===== src/rtl/magphase_gain_mc.sv =====
// Multichannel magnitude/phase gain stage: per-channel signed gain, rounding right shift and
// saturation on each half of a packed {magnitude,phase} stream, with optional phase wrap.
module magphase_gain_mc #(
  parameter int WIDTH   = 16,
  parameter int GAIN_W  = 16,
  parameter int NUM_CH  = 4,
  parameter int SR_BASE = 192
) (
  input  logic               ce_clk,
  input  logic               ce_rst_n,
  input  logic               set_stb,
  input  logic [7:0]         set_addr,
  input  logic [31:0]        set_data,
  input  logic [2*WIDTH-1:0] i_tdata,
  input  logic               i_tlast,
  input  logic               i_tvalid,
  output logic               i_tready,
  output logic [2*WIDTH-1:0] o_tdata,
  output logic               o_tlast,
  output logic               o_tvalid,
  input  logic               o_tready,
  output logic [15:0]        clip_count_mag,
  output logic [15:0]        clip_count_phase
);

  localparam int CW   = (NUM_CH > 1) ? $clog2(NUM_CH) : 1;
  localparam int PW   = WIDTH + GAIN_W;
  localparam int SH_W = $clog2(PW);
  localparam logic [7:0]          CTRL_ADDR = 8'(SR_BASE + 2*NUM_CH);
  localparam logic [GAIN_W-1:0]   GAIN_ONE  = GAIN_W'(1);
  localparam logic signed [PW:0]  SAT_HI    = {{(PW-WIDTH+2){1'b0}}, {(WIDTH-1){1'b1}}};
  localparam logic signed [PW:0]  SAT_LO    = {{(PW-WIDTH+2){1'b1}}, {(WIDTH-1){1'b0}}};

  // Settings: pending and active copies
  logic signed [GAIN_W-1:0] gm_pend_q [NUM_CH];
  logic signed [GAIN_W-1:0] gm_pend_d [NUM_CH];
  logic signed [GAIN_W-1:0] gp_pend_q [NUM_CH];
  logic signed [GAIN_W-1:0] gp_pend_d [NUM_CH];
  logic signed [GAIN_W-1:0] gm_act_q  [NUM_CH];
  logic signed [GAIN_W-1:0] gm_act_d  [NUM_CH];
  logic signed [GAIN_W-1:0] gp_act_q  [NUM_CH];
  logic signed [GAIN_W-1:0] gp_act_d  [NUM_CH];
  logic [SH_W-1:0] sh_pend_q, sh_pend_d, sh_act_q, sh_act_d;
  logic            wr_pend_q, wr_pend_d, wr_act_q, wr_act_d;

  // Packet tracking
  logic          in_pkt_q, in_pkt_d;
  logic [CW-1:0] idx_q, idx_d;

  // Stage 1
  logic                     s1_v_q, s1_v_d, s1_last_q, s1_last_d, s1_wr_q, s1_wr_d;
  logic signed [WIDTH-1:0]  s1_mag_q, s1_mag_d, s1_ph_q, s1_ph_d;
  logic signed [GAIN_W-1:0] s1_gm_q, s1_gm_d, s1_gp_q, s1_gp_d;
  logic [SH_W-1:0]          s1_sh_q, s1_sh_d;

  // Stage 2
  logic                 s2_v_q, s2_v_d, s2_last_q, s2_last_d, s2_wr_q, s2_wr_d;
  logic signed [PW-1:0] s2_pm_q, s2_pm_d, s2_pp_q, s2_pp_d;
  logic [SH_W-1:0]      s2_sh_q, s2_sh_d;

  // Stage 3 / outputs
  logic               ov_q, ov_d, ol_q, ol_d;
  logic [2*WIDTH-1:0] od_q, od_d;
  logic               s3_cm_q, s3_cm_d, s3_cp_q, s3_cp_d;
  logic [15:0]        cnt_mag_q, cnt_mag_d, cnt_ph_q, cnt_ph_d;

  logic en, accept, commit, wr_ctrl, clr;
  logic signed [PW:0] mag_r, ph_r;
  logic mag_clip, ph_clip;
  logic [WIDTH-1:0] mag_sat, ph_sat;
  logic unused_bits;

  assign unused_bits = ^set_data;

  function automatic logic signed [PW:0] rnd_shift(input logic signed [PW-1:0] p,
                                                   input logic [SH_W-1:0] sh);
    logic signed [PW:0] e;
    logic [PW:0] half;
    e = {p[PW-1], p};
    if (sh != '0) begin
      half = '0;
      half[sh - SH_W'(1)] = 1'b1;
      e = e + $signed(half);
      e = e >>> sh;
    end
    return e;
  endfunction

  always_comb begin
    en       = ~ov_q | o_tready;
    i_tready = en & ce_rst_n;
    accept   = i_tvalid & i_tready;
    commit   = ~in_pkt_q;
    wr_ctrl  = set_stb && (set_addr == CTRL_ADDR);
    clr      = wr_ctrl & set_data[31];
  end

  // Settings writes and shadow commit
  always_comb begin
    sh_pend_d = sh_pend_q;
    wr_pend_d = wr_pend_q;
    sh_act_d  = sh_act_q;
    wr_act_d  = wr_act_q;
    for (int unsigned c = 0; c < NUM_CH; c++) begin
      gm_pend_d[c] = gm_pend_q[c];
      gp_pend_d[c] = gp_pend_q[c];
      gm_act_d[c]  = gm_act_q[c];
      gp_act_d[c]  = gp_act_q[c];
      if (set_stb && set_addr == 8'(SR_BASE + 2*c))
        gm_pend_d[c] = set_data[GAIN_W-1:0];
      if (set_stb && set_addr == 8'(SR_BASE + 2*c + 1))
        gp_pend_d[c] = set_data[GAIN_W-1:0];
      if (commit) begin
        gm_act_d[c] = gm_pend_q[c];
        gp_act_d[c] = gp_pend_q[c];
      end
    end
    if (wr_ctrl) begin
      sh_pend_d = (int'(set_data[4:0]) > PW-1) ? SH_W'(PW-1) : SH_W'(set_data[4:0]);
      wr_pend_d = set_data[8];
    end
    if (commit) begin
      sh_act_d = sh_pend_q;
      wr_act_d = wr_pend_q;
    end
  end

  // Packet state and channel index; tlast reset beats the wrap
  always_comb begin
    in_pkt_d = in_pkt_q;
    idx_d    = idx_q;
    if (accept) begin
      in_pkt_d = ~i_tlast;
      if (i_tlast || idx_q == CW'(NUM_CH-1)) idx_d = '0;
      else                                   idx_d = idx_q + CW'(1);
    end
  end

  // Rounding, saturation and wrap on the stage-2 products
  always_comb begin
    mag_r    = rnd_shift(s2_pm_q, s2_sh_q);
    ph_r     = rnd_shift(s2_pp_q, s2_sh_q);
    mag_clip = (mag_r > SAT_HI) || (mag_r < SAT_LO);
    ph_clip  = ((ph_r > SAT_HI) || (ph_r < SAT_LO)) && !s2_wr_q;
    mag_sat  = mag_r[WIDTH-1:0];
    ph_sat   = ph_r[WIDTH-1:0];
    if (mag_clip) mag_sat = mag_r[PW] ? {1'b1, {(WIDTH-1){1'b0}}} : {1'b0, {(WIDTH-1){1'b1}}};
    if (ph_clip)  ph_sat  = ph_r[PW]  ? {1'b1, {(WIDTH-1){1'b0}}} : {1'b0, {(WIDTH-1){1'b1}}};
  end

  // Stall-all pipeline: every stage advances together on en
  always_comb begin
    s1_v_d = s1_v_q;   s1_last_d = s1_last_q; s1_wr_d = s1_wr_q;
    s1_mag_d = s1_mag_q; s1_ph_d = s1_ph_q;
    s1_gm_d = s1_gm_q; s1_gp_d = s1_gp_q;   s1_sh_d = s1_sh_q;
    s2_v_d = s2_v_q;   s2_last_d = s2_last_q; s2_wr_d = s2_wr_q;
    s2_pm_d = s2_pm_q; s2_pp_d = s2_pp_q;   s2_sh_d = s2_sh_q;
    ov_d = ov_q; ol_d = ol_q; od_d = od_q; s3_cm_d = s3_cm_q; s3_cp_d = s3_cp_q;
    if (en) begin
      s1_v_d    = accept;
      s1_last_d = i_tlast;
      s1_mag_d  = i_tdata[2*WIDTH-1:WIDTH];
      s1_ph_d   = i_tdata[WIDTH-1:0];
      s1_gm_d   = gm_act_q[idx_q];
      s1_gp_d   = gp_act_q[idx_q];
      s1_sh_d   = sh_act_q;
      s1_wr_d   = wr_act_q;
      s2_v_d    = s1_v_q;
      s2_last_d = s1_last_q;
      s2_pm_d   = s1_mag_q * s1_gm_q;
      s2_pp_d   = s1_ph_q * s1_gp_q;
      s2_sh_d   = s1_sh_q;
      s2_wr_d   = s1_wr_q;
      ov_d      = s2_v_q;
      ol_d      = s2_last_q;
      od_d      = {mag_sat, ph_sat};
      s3_cm_d   = mag_clip;
      s3_cp_d   = ph_clip;
    end
  end

  always_comb begin
    cnt_mag_d = cnt_mag_q;
    cnt_ph_d  = cnt_ph_q;
    if (clr) begin
      cnt_mag_d = '0;
      cnt_ph_d  = '0;
    end else if (ov_q && o_tready) begin
      if (s3_cm_q && cnt_mag_q != '1) cnt_mag_d = cnt_mag_q + 16'd1;
      if (s3_cp_q && cnt_ph_q != '1)  cnt_ph_d  = cnt_ph_q + 16'd1;
    end
  end

  always_ff @(posedge ce_clk or negedge ce_rst_n) begin
    if (!ce_rst_n) begin
      for (int unsigned c = 0; c < NUM_CH; c++) begin
        gm_pend_q[c] <= GAIN_ONE;
        gp_pend_q[c] <= GAIN_ONE;
        gm_act_q[c]  <= GAIN_ONE;
        gp_act_q[c]  <= GAIN_ONE;
      end
      sh_pend_q <= '0; wr_pend_q <= 1'b0; sh_act_q <= '0; wr_act_q <= 1'b0;
      in_pkt_q  <= 1'b0; idx_q <= '0;
      s1_v_q <= 1'b0; s1_last_q <= 1'b0; s1_wr_q <= 1'b0;
      s1_mag_q <= '0; s1_ph_q <= '0; s1_gm_q <= '0; s1_gp_q <= '0; s1_sh_q <= '0;
      s2_v_q <= 1'b0; s2_last_q <= 1'b0; s2_wr_q <= 1'b0;
      s2_pm_q <= '0; s2_pp_q <= '0; s2_sh_q <= '0;
      ov_q <= 1'b0; ol_q <= 1'b0; od_q <= '0; s3_cm_q <= 1'b0; s3_cp_q <= 1'b0;
      cnt_mag_q <= '0; cnt_ph_q <= '0;
    end else begin
      for (int unsigned c = 0; c < NUM_CH; c++) begin
        gm_pend_q[c] <= gm_pend_d[c];
        gp_pend_q[c] <= gp_pend_d[c];
        gm_act_q[c]  <= gm_act_d[c];
        gp_act_q[c]  <= gp_act_d[c];
      end
      sh_pend_q <= sh_pend_d; wr_pend_q <= wr_pend_d; sh_act_q <= sh_act_d; wr_act_q <= wr_act_d;
      in_pkt_q  <= in_pkt_d; idx_q <= idx_d;
      s1_v_q <= s1_v_d; s1_last_q <= s1_last_d; s1_wr_q <= s1_wr_d;
      s1_mag_q <= s1_mag_d; s1_ph_q <= s1_ph_d; s1_gm_q <= s1_gm_d; s1_gp_q <= s1_gp_d;
      s1_sh_q <= s1_sh_d;
      s2_v_q <= s2_v_d; s2_last_q <= s2_last_d; s2_wr_q <= s2_wr_d;
      s2_pm_q <= s2_pm_d; s2_pp_q <= s2_pp_d; s2_sh_q <= s2_sh_d;
      ov_q <= ov_d; ol_q <= ol_d; od_q <= od_d; s3_cm_q <= s3_cm_d; s3_cp_q <= s3_cp_d;
      cnt_mag_q <= cnt_mag_d; cnt_ph_q <= cnt_ph_d;
    end
  end

  always_comb begin
    o_tvalid         = ov_q;
    o_tlast          = ol_q;
    o_tdata          = od_q;
    clip_count_mag   = cnt_mag_q;
    clip_count_phase = cnt_ph_q;
  end

endmodule


===== config.mk =====
export PLATFORM = sky130hd
export DESIGN_NAME = magphase_gain_mc
export DESIGN_NICKNAME = d
export VERILOG_FILES = /design/src/rtl/magphase_gain_mc.sv
export SDC_FILE = /design/constraint.sdc
export NUM_CORES = 2
export LEC_CHECK = 0
export BUFFER_PORTS_ARGS = -buffer_cell sky130_fd_sc_hd__buf_2
export CORE_ASPECT_RATIO = 1.1
export CORE_MARGIN = 2
export CORE_UTILIZATION = 65
export CTS_CLUSTER_SIZE = 20
export DETAILED_ROUTE_END_ITERATION = 6
export GPL_TIMING_DRIVEN = 1
export PLACE_DENSITY = 0.83
export SETUP_SLACK_MARGIN = 0.2
export SKIP_LAST_GASP = 1
export SLEW_MARGIN = 20
export SYNTH_ARGS = -nofsm -noshare
export SYNTH_HDL_FRONTEND = slang
export SYNTH_SLANG_ARGS = --single-unit

===== constraint.sdc =====
create_clock -name ce_clk -period 9.8 [get_ports ce_clk]
set_input_delay 1.47 -clock ce_clk [delete_from_list [all_inputs] [get_ports ce_clk]]
set_output_delay 1.47 -clock ce_clk [all_outputs]
set_load 0.005 [all_outputs]

Word level (Yosys, flattened, before mapping). Cells that the tools add are included. W data, S select, Z words.

Input port bits: 78. Bits in latches: 0. Word-level logic and storage cells: 124. Bits in read-only memories: 0. Output and inout bits: 67. Bits in writable memories: 0. Flip-flop bits (word level): 483. Memories kept: 0.

Reductions and logical operators: 24. Eq/ne operators: 12. $lt $le $gt $ge: 7. Div/mod/pow operators: 0. Shift operators: 2. Mux-type cells: 21. Add/subtract/negate cells: 6. Bitwise operators: 7. Multipliers: 2.

Operator list (number): $mux W16 (14); $eq A8 B8 Y1 const B (9); $add A32 B33 Y33 (2); $gt A33 B16 Y1 const B (2); $lt A33 B16 Y1 const B (2); $mux W33 (2); $sshr A33 B5 Y33 (2); $bmux W16 S2 (2); $mul A16 B16 Y32 (2); $add A16 B1 Y16 const B (2); $ne A16 B16 Y1 const B (2); $logic_and A1 B1 Y1 (14); $lt A5 B7 Y1 const B (1); $reduce_bool A2 Y1 (3); $demux W1 S5 (1); $ge A5 B1 Y1 const B (1); $reduce_bool A5 Y1 (1); $sub A5 B1 Y5 const B (1); $reduce_and A2 Y1 (2); $and A1 B1 Y1 (3); $ge A3 B3 Y1 const B (1); $logic_or A1 B1 Y1 (3); $not A2 Y3 (1); $add A2 B1 Y2 const B (1); 6 further kinds (7).

Logic depth before layout (Yosys ltp).
Depth after elaboration: 12. Gate-level depth with buffers: 33. Depth with buffers taken out: 27.

Worst setup path before layout. Ideal clock, no wire load.

Kind: register -> register. Start point: register s2_sh_q[0]. End point: register od_q[10] (netlist: o_tdata[10]). Slack: 1516 ps. Setup time: 121 ps. Buffers on the path: 14. Period minus slack after synthesis: 8284 ps. Stages on the path, launching flop included: 34. Arrival time: 8163 ps. Data required time: 9679 ps. Cell sequence: dfrtp_1 > buf_2 > buf_2 > clkbuf_1 > clkbuf_1 > buf_1 > clkbuf_1 > buf_1 > clkbuf_1 > buf_1 > buf_1 > clkbuf_1 > nand3_1 > nor2_1 > ha_1 > clkbuf_1 > a21o_1 > a21o_1 > a21oi_1 > o21ai_0 > a21o_1 > a21o_1 > a41oi_1 > xnor2_1 > mux4_2 > a221o_1 > or4b_1 > a311oi_1 > nand4b_1 > o31a_1 > buf_6 > a21o_4 > buf_6 > o22a_1.

Cells in the longest elaborated chain, start to end: 12. Elaborated cells between the ends (all ways): 16. Classes of those cells: add/sub: 2; order compare: 4; shift: 1; mux: 5; reduce/logical: 4.

Ends and longest elaborated chain: start: declaration (RTL line 59) `logic [SH_W-1:0] s2_sh_q, s2_sh_d;`; start signal: assignment (RTL line 223) `s2_pm_q <= s2_pm_d; s2_pp_q <= s2_pp_d; s2_sh_q <= s2_sh_d;`; $sub A5 B1 Y5 (RTL line 82) `half[sh - SH_W'(1)] = 1'b1;`; $lt A5 B7 Y1 (implied by the code) or $ge A5 B1 Y1 (tied branches) (RTL line 82); $logic_and A1 B1 Y1 (implied by the code) (RTL line 82); $mux W1 (implied by the code) (RTL line 82); $demux W1 S5 (RTL line 82); $add A32 B33 Y33 (RTL line 83) `e = e + $signed(half);`; $sshr A33 B5 Y33 (RTL line 84) `e = e >>> sh;`; $mux W33 * (RTL line 80) `if (sh != '0) begin`; $gt A33 B16 Y1 or $lt A33 B16 Y1 (tied branches) (RTL line 144) `ph_clip = ((ph_r > SAT_HI) || (ph_r < SAT_LO)) && !s2_wr_q;`; $logic_or A1 B1 Y1 (RTL line 144); $logic_and A1 B1 Y1 (RTL line 144); $mux W16 * (RTL line 148) `if (ph_clip) ph_sat = ph_r[PW] ? {1'b1, {(WIDTH-1){1'b0}}} : {1'b0, {(WIDTH-1){1'b1}}};`; end signal: assignment (RTL line 208) `ov_q <= 1'b0; ol_q <= 1'b0; od_q <= '0; s3_cm_q <= 1'b0; s3_cp_q <= 1'b0;`; end signal: assignment (RTL line 224) `ov_q <= ov_d; ol_q <= ol_d; od_q <= od_d; s3_cm_q <= s3_cm_d; s3_cp_q <= s3_cp_d;`; end: declaration (RTL line 63) `logic [2*WIDTH-1:0] od_q, od_d;`.

Every way passes the cells marked *; elsewhere a longest branch is shown, timed or not. A chain may end at the register's enable or synchronous reset.

Final worst setup path.
Start point: register s2_sh_q[2]. End point: register od_q[22] (netlist: o_tdata[22]).

Cells in the longest elaborated chain, start to end: 11. Elaborated cells between the ends (all ways): 15. Classes of those cells: add/sub: 2; order compare: 4; shift: 1; mux: 5; reduce/logical: 3.

Ends and longest elaborated chain: $sub A5 B1 Y5 (RTL line 82); $lt A5 B7 Y1 (implied by the code) or $ge A5 B1 Y1 (tied branches) (RTL line 82); $logic_and A1 B1 Y1 (implied by the code) (RTL line 82); $mux W1 (implied by the code) (RTL line 82); $demux W1 S5 (RTL line 82); $add A32 B33 Y33 (RTL line 83); $sshr A33 B5 Y33 (RTL line 84); $mux W33 * (RTL line 80); $gt A33 B16 Y1 or $lt A33 B16 Y1 (tied branches) (RTL line 143) `mag_clip = (mag_r > SAT_HI) || (mag_r < SAT_LO);`; $logic_or A1 B1 Y1 (RTL line 143); $mux W16 * (RTL line 147) `if (mag_clip) mag_sat = mag_r[PW] ? {1'b1, {(WIDTH-1){1'b0}}} : {1'b0, {(WIDTH-1){1'b1}}};`.

Marks and branches as above.

==> impl_results.rst <==
.. list-table::
   :header-rows: 1

   * - Metric
     - Value
   * - Run status
     - finished, final reports clean
   * - Final count of negative-setup-slack endpoints
     - 0
   * - Routed WL
     - roughly 150000 µm
   * - Post-synthesis net count
     - 6127
   * - Via count of the first global-routing pass
     - 42180
   * - Worst setup EP type
     - register
   * - Remaining global-route overflow
     - 0
   * - Critical Setup Path Class
     - reg -> reg
   * - Drt drc
     - 0
   * - Path class of the lowest-slack min-delay path
     - reg -> reg
   * - Critical Path Source Type
     - register
   * - Worst-case register-to-register setup slack
     - about 1400 ps
   * - Most instantiated flip-flop cell in the synthesis netlist
     - dfrtp_1
   * - Clock-pin slew on the worst setup and hold paths
     - approximately 60 ps
   * - Area fraction of the dominant cell type after synthesis
     - 23.78%
   * - Count of buffers inserted at the top-level ports
     - 129
   * - Post-CTS Repair Setup Buffers
     - 0
   * - Die width
     - roughly 270 µm
   * - Count of TritonRoute iterations in the first routing pass
     - 7
   * - Starting density of the core
     - between 60 and 70%
   * - PwrDens
     - around 210 mW/mm²
   * - Detailed placer's ending HPWL
     - 110900 µm
   * - Routed len/inst
     - roughly 24 µm
   * - Fraction of the cycle the final worst path needs
     - a little under nine tenths
   * - First-pass GRT wire length
     - 238000 µm
   * - Max Cap Violations
     - 0
   * - Logic depth of the worst register-to-register path
     - 19
   * - Mapped Cells
     - around 5300
   * - Number of antenna violations at the first check in global routing
     - 1
   * - GRT Util Overall
     - approximately two fifths
   * - Maximum number of pins on one net before global-route repair
     - about 180
   * - Final TNS setup
     - 0 ps
   * - Hold slack final
     - 468.9 ps
   * - Transition time at the pin with the least slew margin
     - between 1000 and 1500 ps
   * - Number of vias after detailed routing
     - 40340
   * - Critical R2R Capture
     - o_tdata[22]
   * - Unique masters post-synth
     - 110
   * - Maximum clock frequency
     - around 120 MHz
   * - Standard-cell rows
     - about 110
   * - Total of cells resized after clock tree synthesis
     - 0
   * - Number of antenna cells inserted
     - 0
   * - Beginning of the critical path
     - s2_sh_q[2]
   * - Count of clock tree sinks
     - between 400 and 500
   * - Fraction of the yosys area taken by sequential cells
     - 24.63%
   * - Die Ht
     - 292.4 µm
   * - Final net count
     - 6054
   * - Synth area leaders
     - dfrtp_1 (24%), fa_1 (21%), mux2_2 (6.5%)
   * - Largest fanout on the critical path
     - 31
   * - Leakage power
     - ~0.024 µW
   * - Capturing instance or port of the critical path
     - o_tdata[22]
   * - Critical path arrival
     - 8930 ps
   * - Mean Syn Cell Area
     - 9.231 µm²
   * - Count of routing violations after the opening detailed-route iteration
     - ~4000
   * - Yosys warning total
     - 0
   * - Clock root buffer
     - clkbuf_16
   * - RSZ-0062 raised after global routing
     - false
   * - Cell type contributing the most total cell area after synthesis
     - dfrtp_1
   * - Worst max-slew margin expressed relative to the limit
     - ~16%
   * - Post-route worst setup slack
     - approximately 1400 ps
   * - I/O pin count
     - ~150
   * - Number of enable flip-flop cells after synthesis
     - 0
   * - Peak VDD IR
     - 0.0002523 V
   * - Die Footprint
     - approximately 0.08 mm²
   * - Hold_buf cts
     - 0
   * - Number of clock buffers inserted by TritonCTS
     - slightly above 50
   * - Setup slack at placement
     - about 1700 ps
   * - Minimum clock period after layout
     - 8410 ps
   * - Proportion of layout cells with a drive suffix above 1
     - between 10% and 20%
   * - Total core area
     - ~0.075 mm²
   * - Tot Pwr
     - ~11000 µW
   * - CTS tree
     - built
   * - Proportion of register bits with asynchronous set or reset after synthesis
     - 100.0%
   * - GP Congestion
     - around 1.1
   * - Vias/cell
     - 6.447
   * - Data required time of the critical path
     - 10320 ps
   * - Synth-to-Final Area Change
     - 5.942%
   * - Hold Fails Final Rpt
     - 0
   * - Reg-to-Reg Start
     - s2_sh_q[2]
   * - # H-tree levels
     - 2
   * - Number of synthesized register bits
     - a little under 500
   * - Remaining antenna violation count after routing
     - 0
   * - Post-Synthesis Cell Area
     - ~0.049 mm²
   * - Final setup skew
     - 25.36 ps
   * - Final max-slew violation count
     - 0
   * - Deepest clock path buffer count
     - 3
   * - Clock insertion delay at the later pin of the skew report
     - approximately 620 ps
## metal layers
layer / wire (µm) / up-vias / share of wire [%] / GRT usage [%]
li1: - / 17580 / - / -
met1: 55170 / 19930 / 36 / 48.92
met2: 71130 / 2188 / 47 / 64.31
met3: 13930 / 637 / 9.2 / 7.726
met4: 11620 / 2 / 7.7 / 25.24
met5: 14 / - / 0.0092 / 0
## critical path, stage by stage, from the launching register on
cell	delay [ps]
dfrtp_2	630
or2_2	590
nor2_1	860
ha_1	450
a21o_1	280
a21o_1	210
a21oi_1	460
o21bai_1	180
a2111o_1	430
a31oi_1	530
nor2_1	170
mux2i_1	180
a2111oi_0	560
a2111oi_0	190
o311ai_1	740
nor4bb_1	290
nor4bb_1	400
and4bb_2	540
o221ai_1	380
a21oi_1	240
## state kept, by name, summed over array words and instances (netlist names), 5 cells and up
| name | cells |
|---|---|
| s1_gp_q | 16 |
| s1_sh_q | 5 |
| s2_pp_q | 32 |
| gp_act_q | 64 |
| clip_count_phase | 16 |
| gp_pend_q | 64 |
| s1_ph_q | 16 |
| sh_act_q | 5 |
| s2_sh_q | 5 |
| sh_pend_q | 5 |
| s2_pm_q | 32 |
| clip_count_mag | 16 |
| s1_gm_q | 16 |
| s1_mag_q | 16 |
| o_tdata | 32 |
| gm_act_q | 64 |
| gm_pend_q | 64 |
## power by group
group | switching [µW] | internal [µW]
logic | 3400 | 2270
clock network | 874 | 1190
registers | 774 | 2310
## worst min-delay path by stage
stage | startpoint | endpoint | depth (start not counted)
after floorplan | s2_v_q | s2_v_q | 2
after global placement | s2_v_q | o_tvalid | 1
after detailed placement | sh_act_q[2] | s1_sh_q[2] | 2
after CTS | wr_act_q | s1_wr_q | 2
after global routing | s1_sh_q[1] | s1_sh_q[1] | 2
final | sh_act_q[2] | s1_sh_q[2] | 2
## through the flow
stage / cells / utilization (%) / cell area (µm²)
after floorplan: 5324 / - / 49150
after global placement: 6161 / 67.25 / 50270
after detailed placement: 6161 / 67.25 / 50270
after CTS: 6256 / 69.64 / 52060
after global routing: 6256 / 69.65 / 52070
final: 6256 / 69.65 / 52070
## cells in the mapped netlist (10+ instances only)
library cell,count
mux2_2,284
buf_2,12
nand3_1,67
inv_1,607
xor2_1,84
mux2i_1,61
nand4_1,24
nor2_1,346
nor2b_1,26
ha_1,201
o221ai_1,14
o31ai_1,23
o31a_1,10
xnor2_1,100
a211o_1,13
a21oi_1,221
nand2b_1,51
mux4_2,46
a31o_2,10
and3_1,35
or2_2,20
o21a_1,16
a21o_1,59
nand2_1,756
a31oi_1,37
dfrtp_1,467
buf_1,38
o21bai_1,18
o21ai_0,178
and2_1,225
or3_1,30
o22a_1,17
clkbuf_1,254
a221oi_1,19
o22ai_1,23
dfstp_2,16
o211ai_1,34
nor3_1,58
fa_1,524
a211oi_1,53
nor4_1,10
a21boi_0,10
a22oi_1,10
## kinds of logic after synthesis
| family | share of synthesized area (%) |
|---|---|
| compound gates | 12.05 |
| xor+xnor | 3.279 |
| simple gates | 16.47 |
| flops | 24.63 |
| buf+inv | 7.141 |
| fa+ha+maj | 26.54 |
| mux | 9.880 |
## layout make-up
type | instances | area, µm²
clock inverter | 24 | 352.8
sequential | 483 | 12120
inverter | 609 | 2286
clock buffer | 71 | 1431
tap | 963 | 1205
timing repair buffer | 186 | 1104
fill | 5393 | 22680
multi-input combinational | 3920 | 33570
## cells in the final DEF, fill, tap and decap left out, types with 12 or more instances in the layout
| cell | netlist | routed |
|---|---|---|
| o21ai_0 | 178 | 178 |
| or3_1 | 30 | 30 |
| mux2_2 | 284 | 284 |
| a211o_1 | 13 | 13 |
| o22ai_1 | 23 | 23 |
| and2_1 | 225 | 225 |
| o21a_1 | 16 | 16 |
| clkbuf_16 | 0 | 51 |
| buf_2 | 12 | 128 |
| nor2b_1 | 26 | 24 |
| dfrtp_1 | 467 | 460 |
| o22a_1 | 17 | 17 |
| clkbuf_1 | 254 | 12 |
| buf_4 | 6 | 54 |
| a211oi_1 | 53 | 53 |
| nand2b_1 | 51 | 50 |
| nor3_1 | 58 | 57 |
| o211ai_1 | 34 | 34 |
| xor2_1 | 84 | 84 |
| dfstp_2 | 16 | 16 |
| a21o_1 | 59 | 59 |
| a21oi_1 | 221 | 221 |
| fa_1 | 524 | 524 |
| nand2_1 | 756 | 756 |
| o21bai_1 | 18 | 18 |
| mux4_2 | 46 | 46 |
| xnor2_1 | 100 | 100 |
| nor2_1 | 346 | 345 |
| ha_1 | 201 | 201 |
| nand4_1 | 24 | 24 |
| a221oi_1 | 19 | 19 |
| mux2i_1 | 61 | 61 |
| o221ai_1 | 14 | 14 |
| o31ai_1 | 23 | 23 |
| nand3_1 | 67 | 67 |
| and3_1 | 35 | 35 |
| or2_2 | 20 | 20 |
| a31oi_1 | 37 | 37 |
| inv_1 | 607 | 605 |
No activity file was read; power rests on OpenSTA's default activity.
